## src/rtl/keypad_pkg.sv

```systemverilog
// Shared types and helpers for the keypad input port: debounce states,
// counter sizing and key-code zero extension.
package keypad_pkg;

  typedef enum logic [1:0] {
    DB_IDLE,
    DB_ARM,
    DB_HELD,
    DB_REL
  } db_state_t;

  // Widest word the zero-extend helper can produce; DATA_W must not exceed it.
  localparam int unsigned ZEXT_MAX_W = 64;

  // Bits needed to hold the value max_val.
  function automatic int unsigned cnt_width(input int unsigned max_val);
    return (max_val < 2) ? 1 : $clog2(max_val + 1);
  endfunction

  // Keeps the low w bits of v, clears the rest.
  function automatic logic [ZEXT_MAX_W-1:0] zext(input logic [ZEXT_MAX_W-1:0] v,
                                                 input int unsigned w);
    logic [ZEXT_MAX_W-1:0] r;
    r = '0;
    for (int unsigned i = 0; i < ZEXT_MAX_W; i++) begin
      if (i < w) r[i] = v[i];
    end
    return r;
  endfunction

endpackage

```

## src/rtl/keypad_debounce.sv

```systemverilog
// Strobe synchroniser and debounce FSM: one o_key_pulse per debounced press,
// with the key code carried through its own synchroniser.
module keypad_debounce
  import keypad_pkg::*;
#(
  parameter int unsigned KEY_W        = 4,
  parameter int unsigned SYNC_STAGES  = 2,
  parameter int unsigned DEBOUNCE_CYC = 16
) (
  input  logic             i_clk,
  input  logic             i_rst_n,
  input  logic [KEY_W-1:0] i_key_code,
  input  logic             i_key_valid,
  output logic             o_key_pulse,
  output logic [KEY_W-1:0] o_key_code
);

  localparam int unsigned CW = cnt_width(DEBOUNCE_CYC);

  logic [SYNC_STAGES-1:0] r_valid_sync;
  logic [KEY_W-1:0]       r_key_sync [SYNC_STAGES];
  logic [CW-1:0]          r_cnt;
  logic [CW-1:0]          w_cnt_nxt;
  db_state_t              r_state;
  db_state_t              w_state_nxt;
  logic                   w_sync;
  logic                   w_cnt_done;

  assign w_sync     = r_valid_sync[SYNC_STAGES-1];
  assign w_cnt_done = (r_cnt == CW'(DEBOUNCE_CYC));
  // Settled code; valid whenever o_key_pulse is high since the strobe is long stable.
  assign o_key_code = r_key_sync[SYNC_STAGES-1];

  always_ff @(posedge i_clk or negedge i_rst_n) begin
    if (!i_rst_n) begin
      r_valid_sync <= '0;
      for (int unsigned i = 0; i < SYNC_STAGES; i++) r_key_sync[i] <= '0;
      r_state      <= DB_IDLE;
      r_cnt        <= '0;
    end else begin
      r_valid_sync  <= {r_valid_sync[SYNC_STAGES-2:0], i_key_valid};
      r_key_sync[0] <= i_key_code;
      for (int unsigned i = 1; i < SYNC_STAGES; i++) r_key_sync[i] <= r_key_sync[i-1];
      r_state       <= w_state_nxt;
      r_cnt         <= w_cnt_nxt;
    end
  end

  always_comb begin
    w_state_nxt = r_state;
    w_cnt_nxt   = r_cnt;
    o_key_pulse = 1'b0;
    case (r_state)
      DB_IDLE: begin
        if (w_sync) begin
          w_state_nxt = DB_ARM;
          w_cnt_nxt   = CW'(1);
        end
      end
      DB_ARM: begin
        if (!w_sync) begin
          w_state_nxt = DB_IDLE;
        end else if (w_cnt_done) begin
          w_state_nxt = DB_HELD;
          o_key_pulse = 1'b1;
        end else begin
          w_cnt_nxt = r_cnt + 1'b1;
        end
      end
      DB_HELD: begin
        if (!w_sync) begin
          w_state_nxt = DB_REL;
          w_cnt_nxt   = CW'(1);
        end
      end
      DB_REL: begin
        if (w_sync) begin
          w_state_nxt = DB_HELD;
        end else if (w_cnt_done) begin
          w_state_nxt = DB_IDLE;
        end else begin
          w_cnt_nxt = r_cnt + 1'b1;
        end
      end
      default: w_state_nxt = DB_IDLE;
    endcase
  end

endmodule

```

## src/rtl/keypad_fifo_if.sv

```systemverilog
// Keypad/processor input port: debounced key capture plus processor pushes
// into a first-word-fall-through FIFO with registered flags.
module keypad_fifo_if
  import keypad_pkg::*;
#(
  parameter int unsigned KEY_W        = 4,
  parameter int unsigned DATA_W       = 32,
  parameter int unsigned DEPTH        = 8,
  parameter int unsigned SYNC_STAGES  = 2,
  parameter int unsigned DEBOUNCE_CYC = 16
) (
  input  logic                     CLK,
  input  logic                     RESET,
  input  logic [KEY_W-1:0]         KEY_CODE,
  input  logic                     KEY_VALID,
  input  logic                     WE_Procesador,
  input  logic [DATA_W-1:0]        ProcesadorIN,
  input  logic                     RD_Procesador,
  input  logic                     CLR_OVF,
  output logic [DATA_W-1:0]        OUT,
  output logic                     EMPTY,
  output logic                     FULL,
  output logic [$clog2(DEPTH):0]   COUNT,
  output logic                     OVERFLOW
);

  localparam int unsigned AW = $clog2(DEPTH);
  localparam int unsigned CW = AW + 1;

  logic              w_key_pulse;
  logic [KEY_W-1:0]  w_key_code;
  logic [DATA_W-1:0] w_key_word;

  logic              r_pend_valid;
  logic [DATA_W-1:0] r_pend_data;
  logic [DATA_W-1:0] r_mem [DEPTH];
  logic [AW-1:0]     r_wr_ptr;
  logic [AW-1:0]     r_rd_ptr;
  logic [CW-1:0]     r_count;
  logic [DATA_W-1:0] r_out;
  logic              r_empty;
  logic              r_full;
  logic              r_ovf;

  logic              w_push_req;
  logic [DATA_W-1:0] w_push_data;
  logic              w_pend_load;
  logic              w_pend_clear;
  logic              w_key_drop;
  logic              w_do_push;
  logic              w_do_pop;
  logic [AW-1:0]     w_wr_nxt;
  logic [AW-1:0]     w_rd_nxt;
  logic [CW-1:0]     w_count_nxt;
  logic [DATA_W-1:0] w_head;
  logic              w_ovf_nxt;

  keypad_debounce #(
    .KEY_W       (KEY_W),
    .SYNC_STAGES (SYNC_STAGES),
    .DEBOUNCE_CYC(DEBOUNCE_CYC)
  ) u_debounce (
    .i_clk      (CLK),
    .i_rst_n    (RESET),
    .i_key_code (KEY_CODE),
    .i_key_valid(KEY_VALID),
    .o_key_pulse(w_key_pulse),
    .o_key_code (w_key_code)
  );

  assign w_key_word = DATA_W'(zext(ZEXT_MAX_W'(w_key_code), KEY_W));

  assign OUT      = r_out;
  assign EMPTY    = r_empty;
  assign FULL     = r_full;
  assign COUNT    = r_count;
  assign OVERFLOW = r_ovf;

  // Processor write wins; a colliding key waits one slot in the pending register.
  always_comb begin
    w_push_req   = 1'b0;
    w_push_data  = '0;
    w_pend_load  = 1'b0;
    w_pend_clear = 1'b0;
    w_key_drop   = 1'b0;
    if (WE_Procesador) begin
      w_push_req  = 1'b1;
      w_push_data = ProcesadorIN;
      if (w_key_pulse) begin
        if (r_pend_valid) w_key_drop  = 1'b1;
        else              w_pend_load = 1'b1;
      end
    end else if (r_pend_valid) begin
      w_push_req   = 1'b1;
      w_push_data  = r_pend_data;
      w_pend_clear = 1'b1;
      w_key_drop   = w_key_pulse;
    end else if (w_key_pulse) begin
      w_push_req  = 1'b1;
      w_push_data = w_key_word;
    end
  end

  always_comb begin
    w_do_pop  = RD_Procesador && !r_empty;
    w_do_push = w_push_req && (!r_full || w_do_pop);
    w_wr_nxt  = w_do_push ? r_wr_ptr + 1'b1 : r_wr_ptr;
    w_rd_nxt  = w_do_pop  ? r_rd_ptr + 1'b1 : r_rd_ptr;
    case ({w_do_push, w_do_pop})
      2'b10:   w_count_nxt = r_count + 1'b1;
      2'b01:   w_count_nxt = r_count - 1'b1;
      default: w_count_nxt = r_count;
    endcase
    // The new head can be the slot being written this cycle; bypass the array.
    w_head = (w_do_push && (w_rd_nxt == r_wr_ptr)) ? w_push_data : r_mem[w_rd_nxt];
    if ((w_push_req && !w_do_push) || w_key_drop) w_ovf_nxt = 1'b1;
    else if (CLR_OVF)                              w_ovf_nxt = 1'b0;
    else                                           w_ovf_nxt = r_ovf;
  end

  always_ff @(posedge CLK or negedge RESET) begin
    if (!RESET) begin
      for (int unsigned i = 0; i < DEPTH; i++) r_mem[i] <= '0;
      r_pend_valid <= 1'b0;
      r_pend_data  <= '0;
      r_wr_ptr     <= '0;
      r_rd_ptr     <= '0;
      r_count      <= '0;
      r_out        <= '0;
      r_empty      <= 1'b1;
      r_full       <= 1'b0;
      r_ovf        <= 1'b0;
    end else begin
      if (w_do_push) r_mem[r_wr_ptr] <= w_push_data;
      if (w_pend_load) begin
        r_pend_valid <= 1'b1;
        r_pend_data  <= w_key_word;
      end else if (w_pend_clear) begin
        r_pend_valid <= 1'b0;
      end
      r_wr_ptr <= w_wr_nxt;
      r_rd_ptr <= w_rd_nxt;
      r_count  <= w_count_nxt;
      r_out    <= (w_count_nxt == '0) ? '0 : w_head;
      r_empty  <= (w_count_nxt == '0);
      r_full   <= (w_count_nxt == CW'(DEPTH));
      r_ovf    <= w_ovf_nxt;
    end
  end

endmodule

```

## config.mk

```make
export PLATFORM = sky130hd
export DESIGN_NAME = keypad_fifo_if
export DESIGN_NICKNAME = d
export VERILOG_FILES = /design/src/rtl/keypad_pkg.sv /design/src/rtl/keypad_debounce.sv /design/src/rtl/keypad_fifo_if.sv
export SDC_FILE = /design/constraint.sdc
export NUM_CORES = 1
export LEC_CHECK = 0
export CELL_PAD_IN_SITES_DETAIL_PLACEMENT = 1
export CELL_PAD_IN_SITES_GLOBAL_PLACEMENT = 1
export CORE_ASPECT_RATIO = 1.2
export CORE_MARGIN = 8
export CORE_UTILIZATION = 42
export DETAILED_ROUTE_END_ITERATION = 6
export PLACE_DENSITY_LB_ADDON = 0.1
export SYNTH_ARGS = -nofsm -noshare
export SYNTH_HDL_FRONTEND = slang
export SYNTH_SLANG_ARGS = --single-unit
```

## constraint.sdc

```tcl
create_clock -name CLK -period 3.03 [get_ports CLK]
set_input_delay 0.909 -clock CLK [delete_from_list [all_inputs] [get_ports CLK]]
set_output_delay 0.909 -clock CLK [all_outputs]
set_load 0.02 [all_outputs]
```

# [Word level (Yosys, flattened, before mapping)]
# Index checks and enable logic that the tools add are counted.
[op_classes] n_div=0 magnitude_cmp=3 n_eq_ne=14 reduce_logical=16 n_bitwise=2 n_addsub=5 shifts=0 n_mux=44 mul=0
[ops] cell="256-bit bitwise mux" count=1
[ops] cell="32-bit two-way mux" count=6
[ops] cell="32-bit binary-select mux with 3-bit select" count=1
[ops] cell="32-bit demux with 3-bit select" count=1
[ops] cell="5-bit two-way mux" count=5
[ops] cell="5-bit one-hot mux with 4 select lines" count=1
[ops] cell="1-bit two-way mux" count=18
[ops] cell="2-bit two-way mux" count=6
[ops] cell="4-bit >= comparator, second input constant" count=2
[ops] cell="4-bit two-way mux" count=2
[ops] cell="3-bit NOT with 4-bit output" count=2
[ops] cell="2-bit one-hot mux with 4 select lines" count=1
[ops] cell="4-bit one-hot mux with 2 select lines" count=1
[ops] cell="4-bit AND reduction" count=2
[ops] cell="3-bit by 1-bit adder with 3-bit output, second input constant" count=2
[ops] cell="2-bit == test, second input constant" count=3
[ops] cell="5-bit by 1-bit adder with 5-bit output, second input constant" count=1
[ops] cell="5-bit == test, second input constant" count=1
[ops] cell="1-bit logical AND" count=5
[ops] cell="4-bit by 1-bit adder with 4-bit output, second input constant" count=1
[ops] cell="2-bit by 1-bit == test with 1-bit output, second input constant" count=2
[ops] cell="4-bit == test, second input constant" count=1
[ops] cell="4-bit logical NOT" count=1
[ops] cell="4-bit by 1-bit < comparator with 1-bit output, second input constant" count=1
[ops] cell="other kinds (11)" count=17
[word_totals] mem_bits_ro=0 ram_bits=0 ff_bits=323 latch_bits=0 out_inout_bits=39 wordCells=106 mem_count=0

# [Logic depth before layout (Yosys ltp)]
# Gate-level depths: netlist of the first run.
[logic_depth] ltp_word=12 ltp_mapped=16 ltp_nobuf=14

# [Modules after synthesis]
# Synthesis of the first run repeated with hierarchy kept, for this count alone.
[hier_totals] cells_unflattened=1846 hier_area_um2=16311.9
[by_module_without_submodules] mod="keypad_fifo_if" n_inst=1 area_per_inst_um2=15661.3 cells_each=1795
[by_module_without_submodules] mod="keypad_debounce" n_inst=1 area_per_inst_um2=650.6 cells_each=51

# [Worst setup path after synthesis of the first run]
# No wires, ideal clock.
[synth_path] kind="in2reg" from="in RD_Procesador" to="reg r_out[22] (netlist: OUT[22])" n_path_buf=3 cell_stages=15 setup_slack_ps=-229 t_arrival_ps=3123 cell_sequence="nand2b_1 -> buf_2 -> nand2_1 -> nand2_2 -> buf_6 -> ha_1 -> xor2_1 -> ha_1 -> a21oi_1 -> xor2_1 -> nor2_1 -> xnor2_1 -> o211a_1 -> clkbuf_1 -> a21oi_1"
[synth_between] elab_chain_len=8
[synth_rtl] element="from (decl)" line_no="keypad_fifo_if.sv:18" rtl="input logic RD_Procesador,"
[synth_rtl] element="1-bit logical AND *" line_no="keypad_fifo_if.sv:105" rtl="w_do_pop = RD_Procesador && !r_empty;"
[synth_rtl] element="3-bit two-way mux" line_no="keypad_fifo_if.sv:108" rtl="w_rd_nxt = w_do_pop ? r_rd_ptr + 1'b1 : r_rd_ptr;"
[synth_rtl] element="3-bit NOT with 4-bit output (not written as such)" line_no="keypad_fifo_if.sv:115" rtl="w_head = (w_do_push && (w_rd_nxt == r_wr_ptr)) ? w_push_data : r_mem[w_rd_nxt];"
[synth_rtl] element="32-bit binary-select mux with 3-bit select" line_no="keypad_fifo_if.sv:115"
[synth_rtl] element="32-bit two-way mux (not written as such) (2 in series)" line_no="keypad_fifo_if.sv:115"
[synth_rtl] element="32-bit two-way mux" line_no="keypad_fifo_if.sv:115"
[synth_rtl] element="32-bit two-way mux *" line_no="keypad_fifo_if.sv:144" rtl="r_out <= (w_count_nxt == '0) ? '0 : w_head;"
[synth_rtl] element="to (signal assigned)" line_no="keypad_fifo_if.sv:144"
[synth_rtl] element="to (decl)" line_no="keypad_fifo_if.sv:40" rtl="logic [DATA_W-1:0] r_out;"
# Mark *: on every way between the ends. The rest lies on a longest branch, timed or not. The select of a mux whose other input is x is not followed.
# A chain may end at the register's enable or synchronous reset.

# [Worst setup path after layout of the first run]
[layout_path] from="reg u_debounce.r_cnt[1]" to="reg r_out[17] (netlist: OUT[17])"
[layout_between] elab_chain_len=12
[layout_rtl] element="from (decl)" line_no="keypad_debounce.sv:22" rtl="logic [CW-1:0] r_cnt;"
[layout_rtl] element="from (signal assigned)" line_no="keypad_debounce.sv:45" rtl="r_cnt <= w_cnt_nxt;"
[layout_rtl] element="5-bit == test *" line_no="keypad_debounce.sv:30" rtl="assign w_cnt_done = (r_cnt == CW'(DEBOUNCE_CYC));"
[layout_rtl] element="1-bit two-way mux *" line_no="keypad_debounce.sv:63" rtl="end else if (w_cnt_done) begin"
[layout_rtl] element="1-bit two-way mux *" line_no="keypad_debounce.sv:61" rtl="if (!w_sync) begin"
[layout_rtl] element="1-bit two-way mux *" line_no="keypad_debounce.sv:53" rtl="case (r_state)"
[layout_rtl] element="1-bit two-way mux *" line_no="keypad_fifo_if.sv:98" rtl="end else if (w_key_pulse) begin"
[layout_rtl] element="1-bit two-way mux *" line_no="keypad_fifo_if.sv:93" rtl="end else if (r_pend_valid) begin"
[layout_rtl] element="1-bit two-way mux *" line_no="keypad_fifo_if.sv:86" rtl="if (WE_Procesador) begin"
[layout_rtl] element="1-bit logical AND *" line_no="keypad_fifo_if.sv:106" rtl="w_do_push = w_push_req && (!r_full || w_do_pop);"
[layout_rtl] element="2-bit by 1-bit == test with 1-bit output or 2-bit == test (tied branches)" line_no="keypad_fifo_if.sv:109" rtl="case ({w_do_push, w_do_pop})"
[layout_rtl] element="4-bit one-hot mux with 2 select lines" line_no="keypad_fifo_if.sv:109"
[layout_rtl] element="4-bit logical NOT" line_no="keypad_fifo_if.sv:144"
[layout_rtl] element="32-bit two-way mux *" line_no="keypad_fifo_if.sv:144"
# Mark *: on every way between the ends. The rest lies on a longest branch, timed or not.

==> impl_metrics.py, run 1 <==
metrics = {
    "clock_network": {
        "path_clk_slew_ps": 50,
        "clockBufferDepth": 3,
        "clkLatencyLatePin_ps": 530,
        "htreeDepth": 2,
        "cts_made_buffers": 37,
        "cts.sinks": 323,
        "hold_buffers": 0,
        "cts_tree": "built",
        "cts-root-buf": "clkbuf_16",
    },
    "worst_setup_path": {
        "end_kind": "register",
        "cp_max_fo": 7,
        "crit_type": "reg -> reg",
        "arrival_ps": 3500,
        "worstSetupStartpointType": "register",
        "worstPathRequired_ps": 3440,
    },
    "yosys": {
        "synth_top_family_by_area": "simple AND/OR/NAND/NOR gates",
        "synth-seq-cells": 323,
        "yosys-mux-area-fraction_pct": 5.640,
        "synth_compound_area_share_pct": 12.30,
        "synth_warnings": 0,
        "syn_inst": 1484,
        "synth_cell_type_count": 46,
        "synth_flop_cell": "dfrtp_1",
        "synth_edf_count": 0,
        "synth-adder-area-share_pct": 0.6178,
        "syn_avg_cell_area_sq_um": 9.553,
        "seq_area_frac_synth_pct": 57.03,
        "synth-xor-area-share_pct": 1.121,
        "syn-cell-area_sq_mm": 0.01418,
        "async_flop_share_pct": 100.0,
        "mappedNetlistNets": 1533,
        "synthSimpleGateAreaFrac_pct": 19.51,
    },
    "detailed_routing": {
        "final_antenna_net_count": 0,
        "routedWlPerCell_um": 20.42,
        "drtIter0Drc": 712,
        "firstDrtPassIters": 5,
        "drc_errors": 0,
        "vias": 11207,
        "via_per_inst": 5.427,
        "drt-total-wl_um": 42160,
    },
    "timing": {
        "rsz0062_at_grt": "true",
        "period_share_pct": 102.0,
        "finalSetupTns_ps": -896.4,
        "drv_slew": 0,
        "worst_slew_pin_slew_ps": 884.3,
        "finalCriticalPeriod_ps": 3091,
        "fmaxAchievable_mhz": 323.5,
        "holdWs_ps": 347.6,
        "fin_ws_ps": -60.79,
        "skew_ps": 16.10,
        "hold_viol_final": 0,
        "setup_viol": 28,
        "slew_headroom_pct": 41.05,
    },
    "floorplanning": {
        "io-pin-count": 81,
        "start_util_pct": 42.76,
        "die_x_um": 183.7,
        "chipHeight_um": 217.3,
        "coreArea_sq_mm": 0.03316,
        "num_rows": 73,
        "die_area_sq_mm": 0.03991,
    },
    "layout": {
        "stdcell_area_sq_mm": 0.01753,
        "final_nets": 1638,
        "layout_common_cells": "464 x nand2_1, 322 x dfrtp_1, 229 x o21ai_0",
        "diodes": 0,
        "final_common_cell": "nand2_1",
        "syn_to_final_growth_pct": 23.66,
        "drive_gt1_share_pct": 14.24,
        "n_fill_cell": 3700,
        "final_cells": 2065,
    },
    "placed_design": {
        "place_hpwl_um": 25670,
        "place.gp.congestion": 0.7552,
        "placed_area_sq_mm": 0.01611,
        "placedCellCount": 1988,
        "io_buffer_count": 80,
    },
    "pwr": {
        "p_leak_nw": 7.695,
        "ir_worst_vdd_mv": 0.5558,
        "powerDensity_mw_per_mm2": 1217,
    },
    "run": {
        "max_cap_violations": 0,
    },
    "status": {
        "outcome": "complete, but fails checks",
        "violations": "negative setup slack",
    },
    "global_route": {
        "grt_pass1_vias": 11994,
        "grt_max_degree": 71,
        "overflow": 0,
        "antenna_found_initial": 0,
        "grt_pass1_wl_um": 67440,
        "track_usage_pct": 21.31,
    },
    "min_path": {
        "hold_path.class": "reg -> reg",
    },
}
-- cells by family after synthesis --
| family | count (synthesis) |
|---|---|
| AOI/OAI and AO/OA | 317 |
| xor gates and xnor gates | 16 |
| adders and majority gates | 7 |
| buffers and inverters | 123 |
| DFF | 323 |
| muxes | 72 |
| and+or+nand+nor | 626 |
-- final cells by class --
| class | instances | area [sq um] | area share (%) |
|---|---|---|---|
| flip-flops and latches | 323 | 8084 | 46.11 |
| clock inverters | 8 | 93.84 | 0.5353 |
| multi-input cells | 1038 | 5702 | 32.52 |
| inverters | 9 | 36.28 | 0.2070 |
| repair buffers | 180 | 1968 | 11.23 |
| clock buffers | 57 | 1084 | 6.181 |
| well taps | 450 | 563.0 | 3.212 |
-- path summary, 6_finish.rpt --
kind                                                     from                            endpoint  slack (ps)  depth (start not counted)
max                           u_debounce.r_cnt[1]$_DFFE_PN0P_                   OUT[17]$_DFF_PN0_         -60                         16
min                        u_debounce.r_key_sync[4]$_DFF_PN0_  u_debounce.o_key_code[0]$_DFF_PN0_         350                          0
max reg2reg                   u_debounce.r_cnt[1]$_DFFE_PN0P_                   OUT[17]$_DFF_PN0_         -60                         16
min reg2reg                u_debounce.r_key_sync[4]$_DFF_PN0_  u_debounce.o_key_code[0]$_DFF_PN0_         350                          0
max in group asynchronous                               RESET              r_mem[210]$_DFFE_PN0P_        1800                          2
min in group asynchronous                               RESET                      FULL$_DFF_PN0_         370                          1
-- routing by layer --
metal / global-route usage [%] / share of wire, % / vias up
li1: - / - / 5266
met1: 27.50 / 44 / 5752
met2: 37.58 / 51 / 138
met3: 2.883 / 2.8 / 51
met4: 4.658 / 1.5 / 0
met5: 0 / 0 / -
-- critical path, cell delays in order (launching register included) --
cell       delay [ps]
dfrtp_1           360
inv_2              60
ha_4              150
and4bb_2          220
a211o_1           330
nand2_2           120
ha_4              140
xor2_1             60
ha_2              200
a21oi_4           120
xor2_1            180
nor2_1             80
xnor2_1           340
o211a_4           270
buf_12            130
clkbuf_16         170
a21oi_1            50
-- cells in the mapped netlist (all sizes together), types with 4 or more instances --
master  instances  area, sq um
a21oi          36        180.2
a22oi           4        30.03
a32oi          32        280.3
buf            25        168.9
clkbuf         89        334.1
dfrtp         322         8058
ha              7        87.58
inv             9        33.78
mux2           39        469.2
mux2i          33        330.3
nand2         466         1752
nand3          96        480.5
nand4b         32        280.3
nor2            7        26.28
o21ai         235         1176
o31ai           4        30.03
or4b            4        47.55
xnor2          11        115.1
xor2            5        43.79
-- report_power, final --
group	internal (W)	switching, W	leakage, nW
Combinational	0.00426	0.00567	2.94
Sequential	0.00605	0.000969	4.18
Clock	0.00263	0.00175	0.578
-- registers in the layout (all words and copies together) (netlist names), named ones only --
register and flops:
r_mem 256, OUT 32, u_debounce.r_cnt 5, COUNT 4
r_pend_data 4, u_debounce.o_key_code 4, u_debounce.r_key_sync 4, r_rd_ptr 3
r_wr_ptr 3, u_debounce.r_valid_sync 2, EMPTY 1, FULL 1
OVERFLOW 1, r_pend_valid 1, u_debounce.r_state 1
-- through the flow --
step | utilization [%] | setup slack [ps] | total power, W
after floorplan | - | 13.61 | 0.01243
after global placement | 48.60 | -401.4 | 0.01625
after detailed placement | 48.60 | -539.6 | 0.01661
after CTS | 52.35 | -7.683 | 0.02124
after global routing | 52.87 | -132.4 | 0.02272
final | 52.87 | -60.79 | 0.02134
-- timing repair --
action,CTS,global route
setup buffers,3,6
resized for setup,2,18
pin swaps,4,7
gates cloned,1,2
endpoints found under the setup margin,32,33
No activity file was read; power rests on OpenSTA's default activity.
==> inputs of run 2 (changes only) <==
--- a/config.mk
+++ b/config.mk
@@ -5,11 +5,13 @@
 export SDC_FILE = /design/constraint.sdc
 export NUM_CORES = 1
 export LEC_CHECK = 0
+export CAP_MARGIN = 20
 export CELL_PAD_IN_SITES_DETAIL_PLACEMENT = 1
 export CELL_PAD_IN_SITES_GLOBAL_PLACEMENT = 1
 export CORE_ASPECT_RATIO = 1.2
 export CORE_MARGIN = 8
 export CORE_UTILIZATION = 42
+export CTS_CLUSTER_DIAMETER = 30
 export DETAILED_ROUTE_END_ITERATION = 6
 export PLACE_DENSITY_LB_ADDON = 0.1
 export SYNTH_ARGS = -nofsm -noshare
==> run 2 against run 1 <==
Against the previous run: the flow now finishes without violations; non-clock buffer count shrank 12; first-iteration DRC count grew 3.9%; count of clock-buffer cells in the layout grew 37; maximum frequency grew 7.4%; global-route usage grew 0.91 points; sequential power grew 0.6%; register-to-register slack gained 220 ps; sequential share of layout area shrank 2.9 points; power grew 16%; clock power grew 86%; wire length grew 2.3%; largest cell class unchanged.
==> impl_metrics.py, run 2 (synthesis results as in run 1) <==
metrics = {
    "status": {
        "outcome": "finished, final reports clean",
    },
    "placed_design": {
        "io_buffer_count": 80,
        "placed_area_sq_mm": 0.01611,
        "place_hpwl_um": 25670,
        "place.gp.congestion": 0.7552,
        "dp_slack_ps": -539.6,
    },
    "global_route": {
        "track_usage_pct": 22.23,
        "overflow": 0,
        "grt_pass1_vias": 12755,
        "antenna_found_initial": 0,
        "grt_max_degree": 71,
        "grt_pass1_wl_um": 70530,
    },
    "detailed_routing": {
        "vias": 11396,
        "via_per_inst": 5.375,
        "drt-total-wl_um": 43130,
        "drc_errors": 0,
        "routedWlPerCell_um": 20.34,
        "final_antenna_net_count": 0,
        "firstDrtPassIters": 5,
        "drtIter0Drc": 740,
    },
    "layout": {
        "n_fill_cell": 3635,
        "final_nets": 1662,
        "stdcell_area_sq_mm": 0.01869,
        "fin_util_pct": 56.38,
        "layout_common_cells": "464 x nand2_1, 322 x dfrtp_1, 229 x o21ai_0",
        "diodes": 0,
        "drive_gt1_share_pct": 16.47,
        "syn_to_final_growth_pct": 31.86,
        "largest_reg_flops": 256,
        "largest_register": "r_mem",
        "final_common_cell": "nand2_1",
    },
    "floorplanning": {
        "die_area_sq_mm": 0.03991,
        "start_util_pct": 42.76,
        "num_rows": 73,
        "coreArea_sq_mm": 0.03316,
        "die_x_um": 183.7,
        "chipHeight_um": 217.3,
        "io-pin-count": 81,
    },
    "min_path": {
        "hold_path.class": "in -> async",
    },
    "worst_setup_path": {
        "end_kind": "register",
        "crit_type": "in -> reg",
        "worstPathRequired_ps": 3470,
        "cp_max_fo": 34,
        "worstSetupStartpointType": "primary input",
        "arrival_ps": 3310,
    },
    "pwr": {
        "powerDensity_mw_per_mm2": 1329,
        "p_leak_nw": 8.268,
        "ir_worst_vdd_mv": 0.5866,
    },
    "timing": {
        "hold_viol_final": 0,
        "fmaxAchievable_mhz": 347.6,
        "rsz0062_at_grt": "false",
        "period_share_pct": 94.95,
        "skew_ps": 21.26,
        "fin_ws_ps": 152.9,
        "worst_slew_pin_slew_ps": 866.6,
        "slew_headroom_pct": 42.23,
        "finalSetupTns_ps": 0,
        "setup_viol": 0,
        "drv_slew": 0,
        "finalCriticalPeriod_ps": 2877,
    },
    "clock_network": {
        "cts-root-buf": "clkbuf_16",
        "clkLatencyLatePin_ps": 570,
        "cts.sinks": 323,
        "cts_made_buffers": 73,
        "htreeDepth": 3,
        "path_clk_slew_ps": 50,
        "cts_tree": "built",
        "post_cts_buffers": 0,
        "clockBufferDepth": 3,
    },
    "run": {
        "max_cap_violations": 0,
    },
}
run 2: cell count changes in the layout (fill, tap and decap cells not counted), moves of 3 or more:
cell	change
clkinv_8	+3
clkbuf_8	+4
a21oi_1	+10
buf_4	-7
bufinv_16	+9
clkinv_2	+3
clkinv_4	+3
clkinvlp_4	+6
clkbuf_16	+33
inv_6	+6
a21oi_2	-9
run 2: stage by stage:
| stage | power [W] | cells | hold slack (ps) |
|---|---|---|---|
| floorplan | 0.01243 | 1484 | 331.2 |
| global placement | 0.01625 | 1988 | 332.5 |
| detailed placement | 0.01661 | 1988 | 336.3 |
| CTS | 0.02507 | 2120 | 327.4 |
| global route | 0.02634 | 2120 | 339.6 |
| finish | 0.02484 | 2120 | 314.8 |
run 2: where the power goes:
part           leakage (nW)  switching (W)  internal [W]
logic                  2.86        0.00559       0.00404
registers              4.18       0.000991       0.00607
clock network          1.24        0.00253       0.00562
total                  8.27        0.00911        0.0157
run 2: area by class of cell:
cell class	instances	area [sq um]	share of cell area, %
Sequential cell	323	8084	43.25
Multi-Input combinational cell	1038	5652	30.23
Clock buffer	94	2007	10.74
Timing Repair Buffer	168	1799	9.625
Tap cell	450	563.0	3.012
Clock inverter	38	551.8	2.952
Inverter	9	36.28	0.1941
run 2: what timing repair did:
action,4_1_cts,5_1_grt
resized for setup,0,3
hold buffers,0,0
cloned,0,0
pin swaps,3,1
setup endpoints to repair,15,33
run 2: critical path, cell delays in order:
cell             delay [ps]
clkdlybuf4s50_1         510
nand2b_1                130
buf_4                   160
inv_2                    70
buf_4                   170
xnor2_4                 160
xnor2_1                 160
nor4_4                  410
buf_12                  270
nand4b_1                240
a21oi_1                 110
run 2: path summary, 6_finish.rpt:
| kind | startpoint | to | slack, ps | cells after the start |
|---|---|---|---|---|
| min in group CLK | u_debounce.r_key_sync[6]$_DFF_PN0_ | u_debounce.o_key_code[2]$_DFF_PN0_ | 350 | 0 |
| worst min register to register | u_debounce.r_key_sync[6]$_DFF_PN0_ | u_debounce.o_key_code[2]$_DFF_PN0_ | 350 | 0 |
| worst max register to register | u_debounce.r_cnt[1]$_DFFE_PN0P_ | OUT[8]$_DFF_PN0_ | 160 | 14 |
| max in group asynchronous | RESET | r_mem[212]$_DFFE_PN0P_ | 1840 | 2 |
| worst max-delay path | RD_Procesador | OUT[19]$_DFF_PN0_ | 150 | 11 |
| worst min-delay path | RESET | asynchronous set/reset pin | 310 | 1 |
run 2: per-layer routing:
| layer | global-route usage, % | part of all wire (%) |
|---|---|---|
| met1 | 27.41 | 43 |
| met4 | 6.085 | 1.7 |
| met2 | 39.25 | 51 |
| met3 | 4.183 | 3.5 |
| met5 | 0 | 0 |
